<file path="src/rtl/mips_loader_pkg.sv">
// Shared definitions for the MIPS boot-time program loader.
//   state_t    : loader FSM states, also exported on the top's dbg_state port
//   SYNC_BYTE  : frame start marker
//   ERR_*      : values driven on err_code
package mips_loader_pkg;

  typedef enum logic [2:0] {
    IDLE   = 3'd0,
    CNT_HI = 3'd1,
    CNT_LO = 3'd2,
    DATA   = 3'd3,
    CSUM   = 3'd4,
    DONE   = 3'd5,
    ERR    = 3'd6
  } state_t;

  localparam logic [7:0] SYNC_BYTE = 8'hA5;

  localparam logic [1:0] ERR_NONE  = 2'd0;
  localparam logic [1:0] ERR_COUNT = 2'd1;
  localparam logic [1:0] ERR_CSUM  = 2'd2;

endpackage

</file>
<file path="src/rtl/mips_byte_packer.sv">
// Shifts bytes MSB-first into a DATA_WIDTH-bit word.
//   clk, rst_n : clock, asynchronous active-low reset
//   clr        : restart at byte 0 with an all-zero word
//   shift_en   : shift in_byte into the word this cycle
//   in_byte    : byte to shift in
//   word       : registered word assembled so far
//   word_next  : value word takes if shift_en is high this cycle
//   word_full  : shift_en is high and this byte completes the word
//                (combinational, so the caller can act on the same edge)
module mips_byte_packer #(
  parameter int DATA_WIDTH = 16
) (
  input  logic                  clk,
  input  logic                  rst_n,
  input  logic                  clr,
  input  logic                  shift_en,
  input  logic [7:0]            in_byte,
  output logic [DATA_WIDTH-1:0] word,
  output logic [DATA_WIDTH-1:0] word_next,
  output logic                  word_full
);

  localparam int BPW = DATA_WIDTH / 8;
  localparam int IW  = (BPW > 1) ? $clog2(BPW) : 1;
  localparam logic [IW-1:0] LAST_IDX = IW'(BPW - 1);

  logic [IW-1:0] idx;

  generate
    if (DATA_WIDTH == 8) begin : g_one_byte
      assign word_next = in_byte;
    end else begin : g_multi_byte
      assign word_next = {word[DATA_WIDTH-9:0], in_byte};
    end
  endgenerate

  assign word_full = shift_en && (idx == LAST_IDX);

  always_ff @(posedge clk or negedge rst_n) begin
    if (!rst_n) begin
      idx  <= '0;
      word <= '0;
    end else if (clr) begin
      idx  <= '0;
      word <= '0;
    end else if (shift_en) begin
      word <= word_next;
      idx  <= word_full ? '0 : idx + 1'b1;
    end
  end

endmodule

</file>
<file path="src/rtl/mips_prog_loader.sv">
// Boot-time program loader: receives a framed byte stream
// (A5, count MSB/LSB, N words, checksum word; all MSB first), writes the
// words into instruction memory and releases the processor reset only after
// the XOR checksum of all words matches.
//   clk, rst_n        : clock, asynchronous active-low reset
//   in_data/in_valid  : byte stream input
//   in_ready          : loader can take a byte (low only in ERR)
//   err_clr           : pulse to leave ERR
//   imem_we/addr/wdata: one-cycle instruction-memory write
//   cpu_rst_n         : processor reset, released only in DONE
//   load_done         : high while in DONE
//   err_code          : ERR_NONE / ERR_COUNT / ERR_CSUM
//   dbg_state         : current FSM state
//
// Handshake: a byte transfers on a rising clk edge where in_valid && in_ready.
// in_valid may drop for any number of cycles; all state holds across gaps.
module mips_prog_loader
  import mips_loader_pkg::*;
#(
  parameter int DATA_WIDTH = 16,
  parameter int PC_WIDTH   = 16,
  parameter int MEM_SIZE   = 256
) (
  input  logic                  clk,
  input  logic                  rst_n,
  input  logic [7:0]            in_data,
  input  logic                  in_valid,
  output logic                  in_ready,
  input  logic                  err_clr,
  output logic                  imem_we,
  output logic [PC_WIDTH-1:0]   imem_addr,
  output logic [DATA_WIDTH-1:0] imem_wdata,
  output logic                  cpu_rst_n,
  output logic                  load_done,
  output logic [1:0]            err_code,
  output state_t                dbg_state
);

  // Count check is done at 17 bits so a 16-bit N is never truncated.
  localparam logic [16:0] MEM_SIZE_W = 17'(MEM_SIZE);

  state_t                state;
  state_t                state_nx;
  logic [7:0]            count_hi;
  logic [15:0]           words_left;
  logic [PC_WIDTH-1:0]   word_idx;
  logic [DATA_WIDTH-1:0] csum;
  logic                  csum_pend;   // checksum word captured, compare next cycle

  logic                  accept;
  logic                  is_sync;
  logic [15:0]           cnt_full;
  logic                  count_bad;
  logic                  pk_clr;
  logic                  pk_shift;
  logic [DATA_WIDTH-1:0] pk_word;
  logic [DATA_WIDTH-1:0] pk_word_next;
  logic                  pk_full;

  assign in_ready  = (state != ERR);
  assign accept    = in_valid && in_ready;
  assign is_sync   = accept && (in_data == SYNC_BYTE);
  assign cnt_full  = {count_hi, in_data};
  assign count_bad = (cnt_full == 16'd0) || ({1'b0, cnt_full} > MEM_SIZE_W);
  assign dbg_state = state;

  // A sync byte restarts the packer so stray partial words never leak into
  // a new frame. While a checksum compare is pending, further bytes are
  // accepted but dropped.
  assign pk_clr   = is_sync && ((state == IDLE) || (state == DONE));
  assign pk_shift = accept && ((state == DATA) || ((state == CSUM) && !csum_pend));

  mips_byte_packer #(
    .DATA_WIDTH (DATA_WIDTH)
  ) u_packer (
    .clk       (clk),
    .rst_n     (rst_n),
    .clr       (pk_clr),
    .shift_en  (pk_shift),
    .in_byte   (in_data),
    .word      (pk_word),
    .word_next (pk_word_next),
    .word_full (pk_full)
  );

  always_comb begin
    state_nx = state;
    case (state)
      IDLE, DONE: if (is_sync) state_nx = CNT_HI;
      CNT_HI:     if (accept) state_nx = CNT_LO;
      CNT_LO:     if (accept) state_nx = count_bad ? ERR : DATA;
      DATA:       if (pk_full && (words_left == 16'd1)) state_nx = CSUM;
      CSUM:       if (csum_pend) state_nx = (pk_word == csum) ? DONE : ERR;
      ERR:        if (err_clr) state_nx = IDLE;
      default:    state_nx = IDLE;
    endcase
  end

  always_ff @(posedge clk or negedge rst_n) begin
    if (!rst_n) begin
      state      <= IDLE;
      count_hi   <= '0;
      words_left <= '0;
      word_idx   <= '0;
      csum       <= '0;
      csum_pend  <= 1'b0;
      imem_we    <= 1'b0;
      imem_addr  <= '0;
      imem_wdata <= '0;
      cpu_rst_n  <= 1'b0;
      load_done  <= 1'b0;
      err_code   <= ERR_NONE;
    end else begin
      state     <= state_nx;
      imem_we   <= 1'b0;
      // Registered from the next state so both assert on the first DONE
      // cycle and drop on the cycle after a reload sync byte.
      cpu_rst_n <= (state_nx == DONE);
      load_done <= (state_nx == DONE);

      case (state)
        IDLE, DONE: begin
          if (is_sync) begin
            csum     <= '0;
            word_idx <= '0;
          end
        end
        CNT_HI: begin
          if (accept) count_hi <= in_data;
        end
        CNT_LO: begin
          if (accept) begin
            words_left <= cnt_full;
            if (count_bad) err_code <= ERR_COUNT;
          end
        end
        DATA: begin
          if (pk_full) begin
            imem_we    <= 1'b1;
            imem_addr  <= word_idx;
            imem_wdata <= pk_word_next;
            csum       <= csum ^ pk_word_next;
            words_left <= words_left - 16'd1;
            // Hold on the last word so the index stays below MEM_SIZE.
            if (words_left != 16'd1) word_idx <= word_idx + 1'b1;
          end
        end
        CSUM: begin
          if (csum_pend) begin
            csum_pend <= 1'b0;
            if (pk_word != csum) err_code <= ERR_CSUM;
          end else if (pk_full) begin
            csum_pend <= 1'b1;
          end
        end
        ERR: begin
          if (err_clr) err_code <= ERR_NONE;
        end
        default: ;
      endcase
    end
  end

endmodule

</file>
<file path="config.mk">
export PLATFORM = sky130hd
export DESIGN_NAME = mips_prog_loader
export DESIGN_NICKNAME = d
export VERILOG_FILES = /design/src/rtl/mips_loader_pkg.sv /design/src/rtl/mips_byte_packer.sv /design/src/rtl/mips_prog_loader.sv
export SDC_FILE = /design/constraint.sdc
export NUM_CORES = 1
export LEC_CHECK = 0
export CORE_ASPECT_RATIO = 0.7
export CORE_MARGIN = 3
export CORE_UTILIZATION = 55
export DETAILED_ROUTE_END_ITERATION = 7
export GPL_TIMING_DRIVEN = 0
export MAX_ROUTING_LAYER = met4
export PLACE_DENSITY = 0.81
export SYNTH_ARGS = -nofsm -noshare
export SYNTH_HDL_FRONTEND = slang
export SYNTH_SLANG_ARGS = --single-unit
</file>
<file path="constraint.sdc">
create_clock -name clk -period 2.37 [get_ports clk]
set_input_delay 0.3555 -clock clk [delete_from_list [all_inputs] [get_ports clk]]
set_output_delay 0.3555 -clock clk [all_outputs]
set_load 0.01 [all_outputs]
</file>
## Word level (Yosys, flattened, before mapping)

Index checks and enable logic that the tools add are counted.

- Register bits: 113

- Add/sub/neg operators: 3
- Order comparisons: 1
- Eq/ne operators: 21
- Mux-type cells: 32
- Bitwise gates (word level): 1
- Reductions and logical operators: 24

Operators by type and width:

| cell | count |
|---|---|
| 16-bit 2-to-1 mux | 8 |
| 16-bit one-hot mux with 2 select lines | 3 |
| 3-bit 2-to-1 mux | 7 |
| 3-bit one-hot mux with 6 select lines | 1 |
| 16-bit by 1-bit adder with 16-bit output, second input constant | 1 |
| 16-bit by 1-bit equality test with 1-bit output, second input constant | 1 |
| 16-bit equality test | 1 |
| 16-bit by 9-bit greater-than comparator with 1-bit output, second input constant | 1 |
| 16-bit zero test | 1 |
| 16-bit by 1-bit != test with 1-bit output, second input constant | 1 |
| 16-bit != test | 1 |
| 16-bit by 1-bit subtractor with 16-bit output, second input constant | 1 |
| 16-bit bitwise XOR | 1 |
| 3-bit equality test, second input constant | 4 |
| 2-bit 2-to-1 mux | 6 |
| 2-bit != test, second input constant | 6 |
| 8-bit equality test, second input constant | 1 |
| 1-bit logical AND | 7 |
| 3-bit by 2-bit equality test with 1-bit output, second input constant | 2 |
| 1-bit 2-to-1 mux | 6 |
| 2-bit one-hot mux with 3 select lines | 1 |
| 3-bit AND reduction | 2 |
| 6-bit AND reduction | 1 |
| 2-bit nonzero test | 3 |
| 11 further kinds | 15 |

## Depth between registers and ports, before layout

Gate-level depths: netlist of the first run.

- Depth after elaboration: 9
- Gate-level depth with buffers: 8
- Depth with buffers taken out: 7

## Modules after synthesis

Synthesis of the first run repeated with hierarchy kept, for this count alone.

- Cell total of the unflattened synthesis: 570
- Area total of the unflattened synthesis: 5,442.7 um^2

Modules (own cells, without submodules):

| module | instances | cells an instance | area each (um^2) | seq. area each (um^2) |
|---|---|---|---|---|
| mips_prog_loader | 1 | 498 | 4,614.4 | 2,402.3 |
| mips_byte_packer | 1 | 72 | 828.3 | 425.4 |

## Worst setup path after synthesis of the first run

No wires, ideal clock.

- Path kind: reg-to-reg
- From: register state[2], in the netlist dbg_state[2]
- To: register word_idx[14]
- Library setup time: 77 ps
- Arrival time: 1,703 ps
- Path slack: 590 ps
- Cell stages (with the launch flop): 7
- Cells stage by stage: dfrtp_1 > and3b_1 > buf_4 > nand3_4 > a211o_1 > or4_1 > a21oi_1

- Word-level cells in the longest chain between the ends: 7
- Elaborated cells between the ends (all ways): 18
- Classes of those cells: eq/ne: 7; mux: 1; reduce/logical: 10

RTL lines:

| element | RTL line | text |
|---|---|---|
| start: declaration | mips_prog_loader.sv:42 | `state_t state;` |
| start signal: assignment | mips_prog_loader.sv:114 | `state <= state_nx;` |
| 3-bit equality test | mips_prog_loader.sv:71 | `assign pk_shift = accept && ((state == DATA) \|\| ((state == CSUM) && !csum_pend));` |
| 1-bit logical AND | mips_prog_loader.sv:71 |  |
| 1-bit logical OR | mips_prog_loader.sv:71 |  |
| 1-bit logical AND | mips_prog_loader.sv:71 |  |
| 1-bit logical AND | mips_byte_packer.sv:37 | `assign word_full = shift_en && (idx == LAST_IDX);` |
| 2-bit != test (no line) | -- |  |
| 4-bit AND reduction (no line) | -- |  |
| end signal: assignment | mips_prog_loader.sv:145 | `if (words_left != 16'd1) word_idx <= word_idx + 1'b1;` |
| end: declaration | mips_prog_loader.sv:46 | `logic [PC_WIDTH-1:0] word_idx;` |

Several ways; a longest one is shown, not always the timed one.
A chain may end at the register's enable or synchronous reset.

## Final worst setup path of the first run

- From: register state[0], in the netlist dbg_state[0]
- To: output in_ready

- Word-level cells in the longest chain between the ends: 1

RTL lines:

| element | RTL line | text |
|---|---|---|
| 3-bit != test | mips_prog_loader.sv:60 | `assign in_ready = (state != ERR);` |
| end: declaration | mips_prog_loader.sv:28 | `output logic in_ready,` |

No other way between the ends.

==> results of run 1 <==
-- power groups by stage --
| stage | Combinational (mW) | Clock [mW] | Sequential (mW) |
|---|---|---|---|
| after global placement | 2.26 | 0 | 3.35 |
| after floorplan | 1.48 | 0 | 3.29 |
| after CTS | 2.40 | 2.85 | 3.43 |
| after detailed placement | 2.36 | 0 | 3.41 |
| final | 2.43 | 2.84 | 3.47 |
| after global routing | 2.68 | 2.94 | 3.54 |
-- flip-flops by register name, summed over array words and instances (netlist names), 3 cells and up --
| signal | count |
|---|---|
| words_left | 16 |
| imem_wdata | 16 |
| csum | 16 |
| imem_addr | 16 |
| count_hi | 8 |
| u_packer.word | 16 |
| dbg_state | 3 |
| word_idx | 16 |
-- metal layers --
layer	share of wire (%)	GRT usage (%)	up-vias
met5	0	-	-
met4	2.0	12.3	0
met3	7.3	6.51	41
met2	47	45.2	249
met1	43	37.8	2333
li1	-	-	2165
-- worst paths after layout --
path,from,end,slack (ps),cells past startpoint
setup reg to reg,dbg_state[1],imem_wdata[4],170,7
hold reg to reg,imem_addr[6],imem_addr[6],470,2
setup / recovery,dbg_state[0],in_ready,130,4
hold / removal,rst_n,u_packer.word[4],470,2
min in group clk,imem_addr[6],imem_addr[6],470,2
max in group asynchronous,rst_n,dbg_state[1],1140,3
-- synthesized netlist by cell type, types with 3 or more instances --
master	count
nand2_1	135
dfrtp_1	113
nor2_1	48
a21oi_1	35
o21ai_0	24
xnor2_1	23
clkbuf_1	16
xor2_1	16
nand3_1	12
a22o_1	10
nand4_1	10
nor4_1	10
inv_1	8
mux2_2	8
nor3_1	8
buf_2	7
o22a_1	7
and4_1	6
or3_1	6
a31oi_1	5
and3_1	5
nand2b_1	4
or4_1	4
a2111oi_0	3
a41oi_1	3
ha_1	3
o21a_1	3
o21ai_1	3
-- worst register-to-register path, cell delays in order (launching register included) --
cell	delay, ps
dfrtp_2	510
and3b_1	200
buf_4	170
nand2_1	100
clkbuf_1	380
buf_1	530
nand2_1	150
nand2_1	90
-- cell families after synthesis --
group	Yosys count	share of synthesized area [%]
buf+inv	36	2.77
mux	10	2.02
flops	113	51.8
simple gates	267	23.7
compound gates	109	12.8
fa+ha+maj	3	0.688
xor+xnor	39	6.26
-- area by class of cell --
cell class              instances  share of cell area [%]
multi-input cells             428                    36.5
clock buffers                  21                    6.87
inverters                       9                   0.493
well taps                     124                    2.26
flip-flops and latches        113                    41.3
repair buffers                 55                    8.22
plain buffers                  26                    1.68
clock inverters                11                    2.67
-- per-stage QoR --
step,power [mW],area [µm²],instances,setup TNS [ps]
6_report,8.74,6850,787,0
5_1_grt,9.16,6850,787,0
4_1_cts,8.68,6820,786,0
3_5_place_dp,5.77,6160,754,-11530
3_3_place_gp,5.62,6130,753,-375430
2_1_floorplan,4.78,5460,577,0
-- what timing repair did --
item | 4_1_cts | 5_1_grt
endpoints found under the setup margin | 1 | 46
resized for setup | 0 | 7
hold buffers | 1 | 0
endpoints found under the hold margin | 39 | 0
buffers inserted | 0 | 1
pin swaps | 0 | 0
==> run metrics, run 1 <==
Reg clk slew, reported paths=50 ps; Gate Count Post-Synth=577; hpwl dp=9840 µm; RSZ-0062 raised after global routing=false; die height=89.3 µm; vias=4788; Fin Hold WS=469 ps; clk root buf=clkbuf_16; max incr delay on CP=500 ps; post-synth top area cell=dfrtp_1; Synth Flop Type=dfrtp_1; grt ovf=0; Layout area overhead=25.5%; CP Cell Sequence=clkbuf_2 -> nor2b_2 -> nand2_1 -> clkdlybuf4s50_1; Die W=125 µm; TritonCTS clock tree=built; post-DR vias/cell=6.08; CTS buffer count=17; Total Routing Usage GR=29.2%; Synth cell types=61; Leak Pwr=3.04 nW; sequential area share after synthesis=51.8%; # diodes=0; Clock Skews=10.6 ps; Worst Max-Slew Pin Slew=716 ps; final period utilization=94.5%; dpl ws=-338 ps; Crit Path Max Fanout=10; largest net degree at the start of global routing=75; Switch Pwr=2.92 mW; WL/cell=19.0 µm; CP max stage cell=clkdlybuf4s50_1; First-pass DRT Iterations=7; clk sinks=113; first-pass GRT wire length=24400 µm; DRT antenna net count=0; WP data required=2010 ps; area of the die=11200 µm²; commonest cells after routing, fill and taps aside=135 x nand2_1, 112 x dfrtp_1, 51 x clkdlybuf4s50_1; Int Power=5.81 mW; Flop pwr share=39.7%; Fillers=650; core area=9360 µm²; Site Rows=29; switching part of the total power=33.4%; Final Util=73.2%; crit start category=register; layout cell share with drive strength beyond 1=10.1%; combinational power share=27.8%; clock buffer depth=2; Max Cap Viol=0; status=finished clean; Initial Util=58.3%; final worst slack=131 ps; Top Family by Delay on Critical Path=buffers and inverters; Slew HR=51.9%; Post-route DRC=0; Multi-input gate area=2500 µm²; final setup vio count=0; part of the power in the clock network=32.5%; Final Wtd Congestion=0.945; IO buf count=52; Iter 0 DRT Violations=509; sequential cell area=2830 µm²; Crit. End Element=primary output; most common cell after layout, fill and taps aside=nand2_1; Hold Vio Cnt, Final=0; Tmin final=2240 ps; pwr/cell area=1270 nW/µm²; # nets final=665; final WL=15000 µm; ys async rst share=100%; Syn Std Cell Area=5460 µm²; HP Class=in2async; fmax=447 MHz; Slew Limit Fails=0; CP arrival=1880 ps; Synth Warn #=0; top cell type's share of synthesized area=51.8%; FF+latch count, synth=113; number of synthesized flops with an enable pin=0; I/O pin cnt=53; Synth Net Count=592; initial antenna violation count=0; Worst-Skew Late Latency=420 ps; worst path bufs/invs=2; Crit Path Category=reg2out; Area contributors post-synth=dfrtp_1 52%, nand2_1 9.3%, xnor2_1 3.7%; Avg Inst Size Synth=9.46 µm²; maximum VDD drop=0.745 mV; via count of the first global-routing pass=4858; H-tree depth=4
No activity file was read; power rests on OpenSTA's default activity.
==> inputs of run 2 (changes only) <==
--- a/config.mk
+++ b/config.mk
@@ -7,11 +7,13 @@
 export LEC_CHECK = 0
 export CORE_ASPECT_RATIO = 0.7
 export CORE_MARGIN = 3
-export CORE_UTILIZATION = 55
+export CORE_UTILIZATION = 30
 export DETAILED_ROUTE_END_ITERATION = 7
 export GPL_TIMING_DRIVEN = 0
 export MAX_ROUTING_LAYER = met4
-export PLACE_DENSITY = 0.81
+export PLACE_DENSITY = 0.51
+export SETUP_SLACK_MARGIN = 0.2
+export SLEW_MARGIN = 20
 export SYNTH_ARGS = -nofsm -noshare
 export SYNTH_HDL_FRONTEND = slang
 export SYNTH_SLANG_ARGS = --single-unit
==> run 2 against run 1 <==
  * Final cell count increased by 14%
  * Sequential share of layout area decreased by 1.1 points
  * Final area increased by 2.7%
  * Global-route usage decreased by 13 points
  * Setup slack improved by 29 ps
  * Total power decreased by 2.9%
  * Critical path depth unchanged
  * Critical endpoint unchanged
  * Highest routed layer unchanged
==> run metrics, run 2 (synthesis results as in run 1) <==
Worst-Skew Late Latency=410 ps (was 420 ps); maximum VDD drop=0.564 mV (was 0.745 mV); crit start category=register (unchanged); Max Cap Viol=0 (unchanged); final worst slack=160 ps (was 131 ps); grt ovf=0 (unchanged); final WL=15000 µm (about the same); TritonCTS clock tree=built (unchanged); Worst Max-Slew Pin Slew=693 ps (was 716 ps); final period utilization=93.2% (was 94.5%); Die W=167 µm (was 125 µm); WP data required=2010 ps (about the same); Post-route DRC=0 (unchanged); Total Routing Usage GR=15.9% (was 29.2%); CP max stage cell=clkdlybuf4s50_1 (unchanged); Iter 0 DRT Violations=441 (was 509); Tmin final=2210 ps (was 2240 ps); clock buffer depth=2 (unchanged); final setup vio count=0 (unchanged); Final Wtd Congestion=0.858 (was 0.945); hpwl dp=10600 µm (was 9840 µm); HP Class=in2async (unchanged); area of the die=19900 µm² (was 11200 µm²); Crit. End Element=primary output (unchanged); most common cell after layout, fill and taps aside=nand2_1 (unchanged); H-tree depth=4 (unchanged); max incr delay on CP=500 ps (about the same); largest net degree at the start of global routing=76 (was 75); CP Cell Sequence=clkbuf_2 -> nor2b_4 -> nand2_1 -> clkdlybuf4s50_1 (was clkbuf_2 -> nor2b_2 -> nand2_1 -> clkdlybuf4s50_1); Leak Pwr=3.07 nW (was 3.04 nW); clk sinks=113 (unchanged); Crit Path Category=reg2out (unchanged); Initial Util=31.2% (was 58.3%); post-DR vias/cell=5.08 (was 6.08); I/O pin cnt=53 (unchanged); DRT antenna net count=0 (unchanged); Slew Limit Fails=0 (unchanged); Fillers=1694 (was 650); die height=119 µm (was 89.3 µm); vias=4575 (was 4788); Multi-input gate area=2520 µm² (was 2500 µm²); Crit Path Max Fanout=10 (unchanged); fmax=452 MHz (was 447 MHz); core area=17500 µm² (was 9360 µm²); Fin Hold WS=428 ps (was 469 ps); status=finished clean (unchanged); initial antenna violation count=0 (unchanged); setup TNS=0 ps (unchanged); RSZ-0062 raised after global routing=true (was false); Final Util=40.3% (was 73.2%); commonest cells after routing, fill and taps aside=135 x nand2_1, 112 x dfrtp_1, 51 x clkdlybuf4s50_1 (unchanged); IO buf count=52 (unchanged); Area after DPL=6300 µm² (was 6160 µm²); Slew HR=53.4% (was 51.9%); Final Cell Area=7030 µm² (was 6850 µm²); # nets final=673 (was 665); clk root buf=clkbuf_16 (unchanged); Layout area overhead=28.9% (was 25.5%); dpl ws=-355 ps (was -338 ps); Site Rows=40 (was 29); # diodes=0 (unchanged); pwr/cell area=1210 nW/µm² (was 1270 nW/µm²); CP arrival=1850 ps (was 1880 ps); layout cell share with drive strength beyond 1=12.2% (was 10.1%); first-pass GRT wire length=24500 µm (was 24400 µm); Clock Skews=10.9 ps (was 10.6 ps); WL/cell=16.6 µm (was 19.0 µm); Reg clk slew, reported paths=60 ps (was 50 ps); CTS buffer count=17 (unchanged); First-pass DRT Iterations=5 (was 7); sequential cell area=2830 µm² (unchanged); via count of the first global-routing pass=4535 (was 4858); Hold Vio Cnt, Final=0 (unchanged)
## run 2: changes by cell type in the layout (fill, tap and decap cells not counted), moves of 2 or more
cell,previous run,this run
clkbuf_1,15,11
clkbuf_2,1,7
clkbuf_8,3,1
clkinvlp_4,1,3
buf_4,4,10
## run 2: path summary, 6_finish.rpt
check | slack [ps] | cells after the start | start | end
worst max-delay path | 160 | 4 | dbg_state[0] | in_ready
worst min-delay path | 430 | 2 | rst_n | imem_wdata[15]
worst max register to register | 290 | 7 | dbg_state[0] | u_packer.word[10]
worst min register to register | 470 | 2 | imem_addr[12] | imem_addr[12]
max in group asynchronous | 1230 | 3 | rst_n | dbg_state[1]
min in group clk | 470 | 2 | imem_addr[12] | imem_addr[12]
## run 2: power by group
group	switching, mW	internal [mW]
combinational	1.16	1.26
clock	0.890	1.77
sequential	0.773	2.63
total	2.82	5.67
## run 2: timing repair
action                                 CTS  global route
pin swaps                                0             1
gates resized for setup                  8            15
setup endpoints to repair               36           101
hold buffers                             1             0
endpoints found under the hold margin   38             0
setup buffers                            1             7
## run 2: critical path: cells and delay by family, from the launching register on
family / cells / cell delay [ps]
buf+inv: 2 / 730
flops: 1 / 450
simple gates: 2 / 260
## run 2: cell type report
type                       count  share of cell area (%)
buffer                        27                    1.85
clock buffer                  20                    6.35
clock inverter                11                    2.31
inverter                       9                   0.480
multi-input combinational    428                    35.9
sequential                   113                    40.2
tap                          231                    4.11
timing repair buffer          62                    8.80
## run 2: routing by layer
| metal | vias up | wire (µm) | track usage [%] |
|---|---|---|---|
| met2 | 126 | 6050 | 20.8 |
| met4 | 0 | 255 | 4.34 |
| met1 | 2242 | 7860 | 23.7 |
| li1 | 2186 | - | - |
| met3 | 21 | 801 | 4.61 |
| met5 | - | 0 | - |
## run 2: per-stage QoR
step / instances / total power, mW
after detailed placement: 861 / 5.78
after CTS: 894 / 8.54
after global routing: 901 / 9.02
after floorplan: 577 / 4.78
final: 901 / 8.48
after global placement: 860 / 5.71
